===== src/rtl/gpu_pkg.sv =====
// Shared widths, default screen geometry and types for the raster pixel source.
package gpu_pkg;

  localparam int unsigned DEF_H_RES = 640;
  localparam int unsigned DEF_V_RES = 480;

  localparam int unsigned PIX_W = 19;
  localparam int unsigned X_W   = 10;
  localparam int unsigned Y_W   = 9;

  typedef struct packed {
    logic [7:0] r;
    logic [7:0] g;
    logic [7:0] b;
    logic [7:0] a;
  } rgba_t;

  typedef enum logic [1:0] {
    IDLE,
    SETUP,
    RUN,
    DRAIN
  } raster_state_t;

endpackage


===== src/rtl/raster_addr_gen.sv =====
// Raster-order address walker: tracks cur_x/cur_y and the linear row base,
// producing y*H_RES + x incrementally and flagging the final pixel.
module raster_addr_gen
  import gpu_pkg::*;
#(
  parameter int unsigned H_RES = DEF_H_RES
) (
  input  logic             clk,
  input  logic             reset,
  input  logic             load,
  input  logic             advance,
  input  logic [X_W-1:0]   x0,
  input  logic [Y_W-1:0]   y0,
  input  logic [X_W-1:0]   x1,
  input  logic [Y_W-1:0]   y1,
  output logic [PIX_W-1:0] pix_addr,
  output logic             last_pix
);

  localparam logic [PIX_W-1:0] H_STEP = PIX_W'(H_RES);

  logic [X_W-1:0]   cur_x_q, cur_x_d;
  logic [Y_W-1:0]   cur_y_q, cur_y_d;
  logic [PIX_W-1:0] row_base_q, row_base_d;

  // The only multiply happens once at load; rows afterwards just add H_RES.
  always_comb begin
    cur_x_d    = cur_x_q;
    cur_y_d    = cur_y_q;
    row_base_d = row_base_q;
    if (load) begin
      cur_x_d    = x0;
      cur_y_d    = y0;
      row_base_d = PIX_W'(y0) * H_STEP;
    end else if (advance) begin
      if (cur_x_q == x1) begin
        cur_x_d    = x0;
        cur_y_d    = cur_y_q + 1'b1;
        row_base_d = row_base_q + H_STEP;
      end else begin
        cur_x_d = cur_x_q + 1'b1;
      end
    end
  end

  always_ff @(posedge clk or negedge reset) begin
    if (!reset) begin
      cur_x_q    <= '0;
      cur_y_q    <= '0;
      row_base_q <= '0;
    end else begin
      cur_x_q    <= cur_x_d;
      cur_y_q    <= cur_y_d;
      row_base_q <= row_base_d;
    end
  end

  assign pix_addr = row_base_q + PIX_W'(cur_x_q);
  assign last_pix = (cur_x_q == x1) && (cur_y_q == y1);

endmodule


===== src/rtl/rect_rasterizer.sv =====
// Rectangle fill pixel source: walks a constant-colour rectangle one pixel per
// clock, then drains and pulses frame_ready/done. RECT_RASTER_CLIP_EN clamps x1/y1.
module rect_rasterizer
  import gpu_pkg::*;
#(
  parameter int unsigned H_RES        = DEF_H_RES,
  parameter int unsigned V_RES        = DEF_V_RES,
  parameter int unsigned FLUSH_CYCLES = 2
) (
  input  logic             clk,
  input  logic             reset,
  input  logic             start,
  input  logic [X_W-1:0]   x0,
  input  logic [Y_W-1:0]   y0,
  input  logic [X_W-1:0]   x1,
  input  logic [Y_W-1:0]   y1,
  input  logic [7:0]       in_r,
  input  logic [7:0]       in_g,
  input  logic [7:0]       in_b,
  input  logic [7:0]       in_a,
  input  logic             stall,
  output logic             busy,
  output logic             done,
  output logic [PIX_W-1:0] pixel_number,
  output logic             pixel_ready,
  output logic [7:0]       r,
  output logic [7:0]       g,
  output logic [7:0]       b,
  output logic [7:0]       a,
  output logic             frame_ready
);

  localparam logic [X_W:0]     H_LIM    = (X_W+1)'(H_RES);
  localparam logic [Y_W:0]     V_LIM    = (Y_W+1)'(V_RES);
  localparam logic [X_W-1:0]   X_MAX    = X_W'(H_RES - 1);
  localparam logic [Y_W-1:0]   Y_MAX    = Y_W'(V_RES - 1);
  localparam int unsigned      CNT_W    = $clog2(FLUSH_CYCLES + 1) + 1;
  localparam logic [CNT_W-1:0] CNT_LAST = CNT_W'(FLUSH_CYCLES);

  raster_state_t state_q, state_d;

  logic [X_W-1:0]   x0_q, x0_d, x1_q, x1_d;
  logic [Y_W-1:0]   y0_q, y0_d, y1_q, y1_d;
  rgba_t            colour_q, colour_d;
  logic [CNT_W-1:0] drain_cnt_q, drain_cnt_d;

  logic             busy_q, busy_d;
  logic             done_q, done_d;
  logic             frame_ready_q, frame_ready_d;
  logic             pixel_ready_q, pixel_ready_d;
  logic [PIX_W-1:0] pixel_number_q, pixel_number_d;
  rgba_t            pix_colour_q, pix_colour_d;

  logic             gen_load, gen_advance;
  logic [PIX_W-1:0] gen_addr;
  logic             gen_last;

  logic [X_W-1:0]   x1_clip;
  logic [Y_W-1:0]   y1_clip;
  logic             rect_empty;
  logic             x0_oob, y0_oob, x1_oob, y1_oob;

  assign x0_oob = {1'b0, x0_q} >= H_LIM;
  assign y0_oob = {1'b0, y0_q} >= V_LIM;
  assign x1_oob = {1'b0, x1_q} >= H_LIM;
  assign y1_oob = {1'b0, y1_q} >= V_LIM;

  always_comb begin
`ifdef RECT_RASTER_CLIP_EN
    x1_clip    = x1_oob ? X_MAX : x1_q;
    y1_clip    = y1_oob ? Y_MAX : y1_q;
    rect_empty = x0_oob || y0_oob || (x0_q > x1_clip) || (y0_q > y1_clip);
`else
    x1_clip    = x1_q;
    y1_clip    = y1_q;
    rect_empty = x0_oob || y0_oob || x1_oob || y1_oob ||
                 (x0_q > x1_q) || (y0_q > y1_q);
`endif
  end

  raster_addr_gen #(
    .H_RES (H_RES)
  ) u_addr_gen (
    .clk      (clk),
    .reset    (reset),
    .load     (gen_load),
    .advance  (gen_advance),
    .x0       (x0_q),
    .y0       (y0_q),
    .x1       (x1_q),
    .y1       (y1_q),
    .pix_addr (gen_addr),
    .last_pix (gen_last)
  );

  always_comb begin
    state_d        = state_q;
    x0_d           = x0_q;
    y0_d           = y0_q;
    x1_d           = x1_q;
    y1_d           = y1_q;
    colour_d       = colour_q;
    drain_cnt_d    = drain_cnt_q;
    busy_d         = busy_q;
    done_d         = 1'b0;
    frame_ready_d  = 1'b0;
    pixel_ready_d  = 1'b0;
    pixel_number_d = pixel_number_q;
    pix_colour_d   = pix_colour_q;
    gen_load       = 1'b0;
    gen_advance    = 1'b0;

    unique case (state_q)
      IDLE: begin
        if (start) begin
          x0_d     = x0;
          y0_d     = y0;
          x1_d     = x1;
          y1_d     = y1;
          colour_d = {in_r, in_g, in_b, in_a};
          busy_d   = 1'b1;
          state_d  = SETUP;
        end
      end
      SETUP: begin
        // Clipped corner replaces the latched one so the walker compares against it.
        gen_load    = 1'b1;
        x1_d        = x1_clip;
        y1_d        = y1_clip;
        drain_cnt_d = '0;
        state_d     = rect_empty ? DRAIN : RUN;
      end
      RUN: begin
        if (!stall) begin
          gen_advance    = 1'b1;
          pixel_ready_d  = 1'b1;
          pixel_number_d = gen_addr;
          pix_colour_d   = colour_q;
          if (gen_last) begin
            drain_cnt_d = '0;
            state_d     = DRAIN;
          end
        end
      end
      DRAIN: begin
        if (drain_cnt_q == CNT_LAST) begin
          done_d        = 1'b1;
          frame_ready_d = 1'b1;
          busy_d        = 1'b0;
          state_d       = IDLE;
        end else begin
          drain_cnt_d = drain_cnt_q + 1'b1;
        end
      end
      default: state_d = IDLE;
    endcase
  end

  always_ff @(posedge clk or negedge reset) begin
    if (!reset) begin
      state_q        <= IDLE;
      x0_q           <= '0;
      y0_q           <= '0;
      x1_q           <= '0;
      y1_q           <= '0;
      colour_q       <= '0;
      drain_cnt_q    <= '0;
      busy_q         <= 1'b0;
      done_q         <= 1'b0;
      frame_ready_q  <= 1'b0;
      pixel_ready_q  <= 1'b0;
      pixel_number_q <= '0;
      pix_colour_q   <= '0;
    end else begin
      state_q        <= state_d;
      x0_q           <= x0_d;
      y0_q           <= y0_d;
      x1_q           <= x1_d;
      y1_q           <= y1_d;
      colour_q       <= colour_d;
      drain_cnt_q    <= drain_cnt_d;
      busy_q         <= busy_d;
      done_q         <= done_d;
      frame_ready_q  <= frame_ready_d;
      pixel_ready_q  <= pixel_ready_d;
      pixel_number_q <= pixel_number_d;
      pix_colour_q   <= pix_colour_d;
    end
  end

  assign busy         = busy_q;
  assign done         = done_q;
  assign frame_ready  = frame_ready_q;
  assign pixel_ready  = pixel_ready_q;
  assign pixel_number = pixel_number_q;
  assign r            = pix_colour_q.r;
  assign g            = pix_colour_q.g;
  assign b            = pix_colour_q.b;
  assign a            = pix_colour_q.a;

endmodule


===== config.mk =====
export PLATFORM = sky130hd
export DESIGN_NAME = rect_rasterizer
export DESIGN_NICKNAME = d
export VERILOG_FILES = /design/src/rtl/gpu_pkg.sv /design/src/rtl/raster_addr_gen.sv /design/src/rtl/rect_rasterizer.sv
export SDC_FILE = /design/constraint.sdc
export NUM_CORES = 1
export LEC_CHECK = 0
export CAP_MARGIN = 10
export CORE_MARGIN = 1
export CORE_UTILIZATION = 64
export CTS_CLUSTER_DIAMETER = 60
export DETAILED_ROUTE_END_ITERATION = 10
export DONT_BUFFER_PORTS = 1
export PLACE_DENSITY = 0.83
export SLEW_MARGIN = 15
export SYNTH_ARGS = -nofsm -noshare
export SYNTH_HDL_FRONTEND = slang
export SYNTH_HIERARCHICAL = 1
export SYNTH_SLANG_ARGS = --single-unit

===== constraint.sdc =====
create_clock -name clk -period 2.9 [get_ports clk]
set_input_delay 0.58 -clock clk [delete_from_list [all_inputs] [get_ports clk]]
set_output_delay 0.58 -clock clk [all_outputs]
set_load 0.01 [all_outputs]

==> flow_summary.json, run 1 <==
{
  "power_density_nw_per_um2": 1300,
  "syn_avg_cell_area_um2": 11.9,
  "syn_area_um2": 8270,
  "clk_pin_slew_ns": 0.06,
  "internal_power_w": 0.00692,
  "power.leakage_nw": 3.90,
  "setup_slack_ns": 0.195,
  "holdWs_ns": -0.148,
  "synth.distinct_cells": 61,
  "viasPerCell": 6.24,
  "synth-edff-count": 0,
  "synth.top_cell.area_share_pct": 48.4,
  "synth-async-reset-ratio_pct": 100,
  "die_area_um2": 13400,
  "yosysSeqAreaShare_pct": 48.4,
  "num_vias": 5437,
  "outcome": "complete, but fails checks",
  "cts.sinks": 160,
  "peakVddDrop_mv": 0.783,
  "cts_max_path_buffers": 2,
  "syn_inst": 696,
  "die_h_um": 116,
  "ys_top_cells_by_area": "dfrtp_1, mux2_2, ha_1",
  "io_pins": 129,
  "core_area_um2": 12600,
  "final_hold_viol_count": 160,
  "grt-ovfl-total": 0,
  "start_util_pct": 65.6,
  "drv_slew": 0,
  "crit_type": "reg2reg",
  "yosys_warnings": 6,
  "tightest_slew_ns": 0.759,
  "p_clk_share_pct": 18.6,
  "htree_levels": 4,
  "crit_fanout": 9,
  "synth_flop_cell": "dfrtp_1",
  "row_count": 41,
  "clk_latency_ns": 0.43,
  "track_usage_pct": 28.7,
  "drtIter0Drc": 433,
  "fin_crit_sh_pct": 93.3,
  "antenna_cells": 0,
  "layout_commonest_cell": "dfrtp_1",
  "rr_startpoint": "u_addr_gen/cur_x_q[6]",
  "cp.required_ns": 3.17,
  "utilization_pct": 71.0,
  "cts_tree": "built",
  "cts_resized": 0,
  "io_buffers": 0,
  "cts_buffers": 17,
  "synth.ff_latch_count": 160,
  "clock-root-buffer": "clkbuf_16",
  "hp-class": "in2async",
  "report.final.setup_viol": 0,
  "seq_power_share_pct": 40.6,
  "grt_start_max_net_pins": 161,
  "arrival_ns": 2.98,
  "synth_area_leader_cell": "dfrtp_1",
  "post-place-ws_ns": 0.276,
  "switching_share_pct": 40.5,
  "violations": "negative hold slack",
  "rr_worst_depth": 9,
  "start_kind": "flop",
  "dp_hpwl_um": 12800,
  "grt_pass1_wl_um": 29000,
  "postCtsSetupRepairBufs": 0,
  "synth.net_count": 817,
  "ant_nets": 0,
  "grt_pass1_vias": 5721,
  "drc": 0,
  "worstSetupStartpoint": "u_addr_gen/cur_x_q[6]",
  "drive_gt1_share_pct": 18.7,
  "area_delta_synth_final_pct": 8.24,
  "slew_headroom_pct": 48.9,
  "multi_input_area_um2": 3950,
  "maxCapViolations": 0,
  "fmax_mhz": 370,
  "grt_setup_unrepaired": "false",
  "p_sw_w": 0.00470,
  "nets": 808,
  "die_w_um": 116,
  "routabilityCongestion": 0.872,
  "layout_common_cells": "dfrtp_1, mux2_2, mux2_1",
  "drtPass1Iterations": 5,
  "nFillCells": 893,
  "wl_um": 18100,
  "antenna_found_initial": 1,
  "fin_setup_tns_ns": 0,
  "min_period_ns": 2.71,
  "wire_per_inst_um": 20.7,
  "seq_area_um2": 4000,
  "share_comb_of_total_power_pct": 40.8,
  "skew_ns": 0.0117,
  "endpoint_kind": "flop"
}
[sequential cells by signal, summed over array words and instances (netlist names), 10 cells and up]
| signal | cells |
|---|---|
| pixel_number | 19 |
| colour_q | 32 |
| u_addr_gen/cur_x_q | 10 |
| x0_q | 10 |
| u_addr_gen/row_base_q | 12 |
| x1_clip | 10 |
[per-layer routing]
layer	vias to the layer above	track usage (%)	wire, um
met2	194	48.7	9210
li1	2475	-	-
met3	27	8.68	1450
met5	-	0	13
met4	2	10.9	344
met1	2739	34.5	7050
[worst paths after layout]
check	end	slack, ns
max	state_q[0]	0.19
min	u_addr_gen/cur_y_q[1]	-0.15
max in group asynchronous	y0_q[8]	2.82
min reg2reg	r[5]	0.49
max reg2reg	state_q[0]	0.19
min in group clk	y1_clip[6]	0.30
[synth_stat cells (8+ instances only)]
| cell type | instances |
|---|---|
| nor4_1 | 11 |
| nand4_1 | 16 |
| nor2b_1 | 8 |
| xnor2_1 | 23 |
| buf_4 | 8 |
| nor2_1 | 21 |
| inv_1 | 35 |
| o21ai_0 | 25 |
| nand2_1 | 35 |
| nand3_1 | 16 |
| dfrtp_1 | 160 |
| ha_1 | 46 |
| mux2_1 | 49 |
| buf_2 | 10 |
| clkbuf_1 | 15 |
| a21oi_1 | 21 |
| a31oi_1 | 9 |
| xor2_1 | 16 |
| mux2_2 | 77 |
[kinds of logic (layout without fill, tap and decap cells)]
family | count (synthesis) | in the layout | share of synthesized area, %
and+or+nand+nor | 143 | 143 | 9.44
DFF | 160 | 160 | 48.4
xor gates and xnor gates | 43 | 43 | 5.32
muxes | 132 | 132 | 17.9
buffers and inverters | 72 | 75 | 4.05
adders and majority gates | 47 | 47 | 7.20
AOI/OAI and AO/OA | 99 | 99 | 7.73
[cell type report]
cell class | instances | area share, %
clock buffers | 19 | 4.95
clock inverters | 12 | 1.40
inverters | 35 | 1.47
multi-input cells | 464 | 44.0
flip-flops and latches | 160 | 44.7
well taps | 172 | 2.40
repair buffers | 9 | 1.03
[stage by stage]
step / total power [W] / area, um2 / cells
finish: 0.0116 / 8960 / 871
global route: 0.0124 / 8960 / 871
CTS: 0.0116 / 8960 / 871
detailed placement: 0.00937 / 8390 / 840
global placement: 0.00902 / 8390 / 840
floorplan: 0.00813 / 8270 / 696
[critical path, cell delays in order (launching register included)]
cell	delay, ns
dfrtp_1	0.45
xnor2_1	0.27
and4_1	0.35
nand3_2	0.22
nor4_1	0.39
nand2b_1	0.12
a222oi_1	0.46
nand2_1	0.08
o21ai_0	0.10
o211ai_1	0.11
[power by group through the flow]
stage                     sequential, W  combinational (W)  clock, W
after floorplan                 0.00427            0.00386         0
after global placement          0.00463            0.00439         0
after detailed placement        0.00472            0.00465         0
after CTS                       0.00470            0.00473   0.00220
after global routing            0.00486            0.00523   0.00229
final                           0.00471            0.00474   0.00216
Note: power is estimated with default switching activity, not from simulation.
==> run 2: changes to the inputs <==
--- a/config.mk
+++ b/config.mk
@@ -12,7 +12,7 @@
 export DETAILED_ROUTE_END_ITERATION = 10
 export DONT_BUFFER_PORTS = 1
 export PLACE_DENSITY = 0.83
-export SLEW_MARGIN = 15
+export SLEW_MARGIN = 20
 export SYNTH_ARGS = -nofsm -noshare
 export SYNTH_HDL_FRONTEND = slang
 export SYNTH_HIERARCHICAL = 1
==> results of run 2 <==
The final DEF is identical to that of run 1; final timing and power are the same.
==> run 3: changes to the inputs <==
--- a/config.mk
+++ b/config.mk
@@ -7,11 +7,10 @@
 export LEC_CHECK = 0
 export CAP_MARGIN = 10
 export CORE_MARGIN = 1
-export CORE_UTILIZATION = 64
+export CORE_UTILIZATION = 54
 export CTS_CLUSTER_DIAMETER = 60
 export DETAILED_ROUTE_END_ITERATION = 10
-export DONT_BUFFER_PORTS = 1
-export PLACE_DENSITY = 0.83
+export PLACE_DENSITY_LB_ADDON = 0.05
 export SLEW_MARGIN = 20
 export SYNTH_ARGS = -nofsm -noshare
 export SYNTH_HDL_FRONTEND = slang
==> run 3 against run 2 <==
Against the previous run: the flow now finishes without violations; setup slack better by 0.0060 ns; hold slack better by 0.30 ns; die area up 18%; clock-buffer cell count up 2; utilization down 1.1 points; global-route usage down 4.4 points; maximum frequency up 0.22%; clock skew up 0.0022 ns; non-clock buffer count up 133; sequential cell count unchanged; first-iteration DRC count down 31%.
==> flow_summary.json, run 3 (same netlist as run 1, synthesis figures left out) <==
{
  "layout_common_cells": "dfrtp_1, clkdlybuf4s50_1, mux2_2",
  "clock-root-buffer": "clkbuf_16",
  "cts_max_path_buffers": 2,
  "fmax_mhz": 370,
  "tightest_slew_ns": 0.719,
  "fin_area_um2": 10300,
  "layoutNonFillerInstCount": 1017,
  "busiest_layer": "met2",
  "skew_ns": 0.0139,
  "maxCapViolations": 0,
  "power.leakage_nw": 4.42,
  "start_util_pct": 56.1,
  "crit_fanout": 9,
  "share_comb_of_total_power_pct": 46.5,
  "layout_commonest_cell": "dfrtp_1",
  "switching_share_pct": 38.5,
  "slew_headroom_pct": 52.0,
  "grt_start_max_net_pins": 72,
  "drtPass1Iterations": 5,
  "setup_slack_ns": 0.201,
  "internal_power_w": 0.00757,
  "p_sw_w": 0.00474,
  "p_clk_share_pct": 17.4,
  "peakVddDrop_mv": 0.638,
  "start_kind": "flop",
  "drv_slew": 0,
  "power_density_nw_per_um2": 1190,
  "regMostFlops": "colour_q",
  "nets": 941,
  "grt_setup_unrepaired": "false",
  "clk_pin_slew_ns": 0.06,
  "arrival_ns": 2.99,
  "fin_setup_tns_ns": 0,
  "grt_util_met3_pct": 7.90,
  "ctsHoldBuffers": 0,
  "post-place-ws_ns": 0.197,
  "core_area_um2": 14800,
  "seq_power_share_pct": 36.2,
  "largest_reg_flops": 32,
  "dp_hpwl_um": 12900,
  "placed_area_um2": 9730,
  "wl_um": 18400,
  "wire_per_inst_um": 18.0,
  "min_period_ns": 2.70,
  "clk_latency_ns": 0.43,
  "cts_buffers": 17,
  "die_h_um": 126,
  "antenna_found_initial": 0,
  "htree_levels": 4,
  "outcome": "finished clean",
  "num_vias": 5860,
  "grt_pass1_vias": 5919,
  "crit_type": "reg2reg",
  "gr-usage-met1_pct": 30.6,
  "cts_tree": "built",
  "routabilityCongestion": 0.825,
  "dp.cells": 984,
  "hp-class": "in2async",
  "fin_crit_sh_pct": 93.1,
  "final_hold_viol_count": 0,
  "track_usage_pct": 24.3,
  "grt_pass1_wl_um": 30000,
  "drive_gt1_share_pct": 16.7,
  "io_buffers": 128,
  "row_count": 44,
  "report.final.setup_viol": 0,
  "r2r_slack_ns": 0.20,
  "die_w_um": 126,
  "drc": 0,
  "grt_use_met2_pct": 39.8,
  "area_delta_synth_final_pct": 24.6,
  "cp.required_ns": 3.19,
  "cts.sinks": 160,
  "utilization_pct": 69.9,
  "antenna_cells": 0,
  "die_area_um2": 15800,
  "ant_nets": 0,
  "endpoint_kind": "flop",
  "grt-ovfl-total": 0,
  "viasPerCell": 5.76,
  "io_pins": 129,
  "drtIter0Drc": 299
}
-- run 3: changes by cell type in the layout (fill, tap and decap cells not counted), sizes merged --
cell           delta
clkdlybuf4s50   +127
inv               -1
clkbuf            +2
buf               +6
bufinv            -1
clkinvlp          +1
-- run 3: cell type report --
| class | instances | area (um2) |
|---|---|---|
| inverter | 35 | 131 |
| clock buffer | 21 | 470 |
| tap | 184 | 230 |
| timing repair buffer | 142 | 1430 |
| multi-input combinational | 464 | 3950 |
| clock inverter | 11 | 95.1 |
| fill | 1066 | 4450 |
| sequential | 160 | 4000 |
-- run 3: metal layers --
| layer | vias to the layer above | wire length, um |
|---|---|---|
| li1 | 2751 | - |
| met1 | 2909 | 7950 |
| met2 | 177 | 8840 |
| met3 | 23 | 1310 |
| met4 | 0 | 248 |
| met5 | - | 0 |
-- run 3: worst max-delay path, stage by stage (launching register included) --
cell,delay [ns]
dfrtp_1,0.45
xnor2_1,0.28
and4_1,0.36
nand3_2,0.26
nor4_2,0.37
nand2b_1,0.13
a222oi_1,0.30
buf_4,0.19
nand2_1,0.04
o21ai_0,0.08
o211ai_1,0.10
-- run 3: worst paths after layout --
| path | to | from | depth (start not counted) |
|---|---|---|---|
| max | state_q[0] | u_addr_gen/cur_x_q[1] | 10 |
| min | pixel_number[17] | reset | 1 |
| max reg2reg | state_q[0] | u_addr_gen/cur_x_q[1] | 10 |
| min reg2reg | pixel_number[12] | pixel_number[12] | 1 |
| max in group asynchronous | busy | reset | 2 |
| min in group clk | pixel_number[12] | pixel_number[12] | 1 |
-- run 3: power groups by stage --
stage	logic [W]	registers [W]	clock network (W)
after floorplan	0.00386	0.00427	0
after global placement	0.00548	0.00441	0
after detailed placement	0.00566	0.00447	0
after CTS	0.00572	0.00444	0.00218
after global routing	0.00632	0.00462	0.00226
final	0.00572	0.00445	0.00214
-- run 3: repair_timing --
| action | in CTS | in global routing |
|---|---|---|
| endpoints found under the setup margin | 0 | 1 |
| hold endpoints to repair | 0 | 0 |
| resized for setup | 0 | 1 |
| setup buffers | 0 | 1 |
-- run 3: per-stage QoR --
| stage | hold WS, ns | power (W) |
|---|---|---|
| after floorplan | 0.284 | 0.00813 |
| after global placement | 0.466 | 0.00989 |
| after detailed placement | 0.474 | 0.0101 |
| after CTS | 0.173 | 0.0124 |
| after global routing | 0.207 | 0.0132 |
| final | 0.154 | 0.0123 |
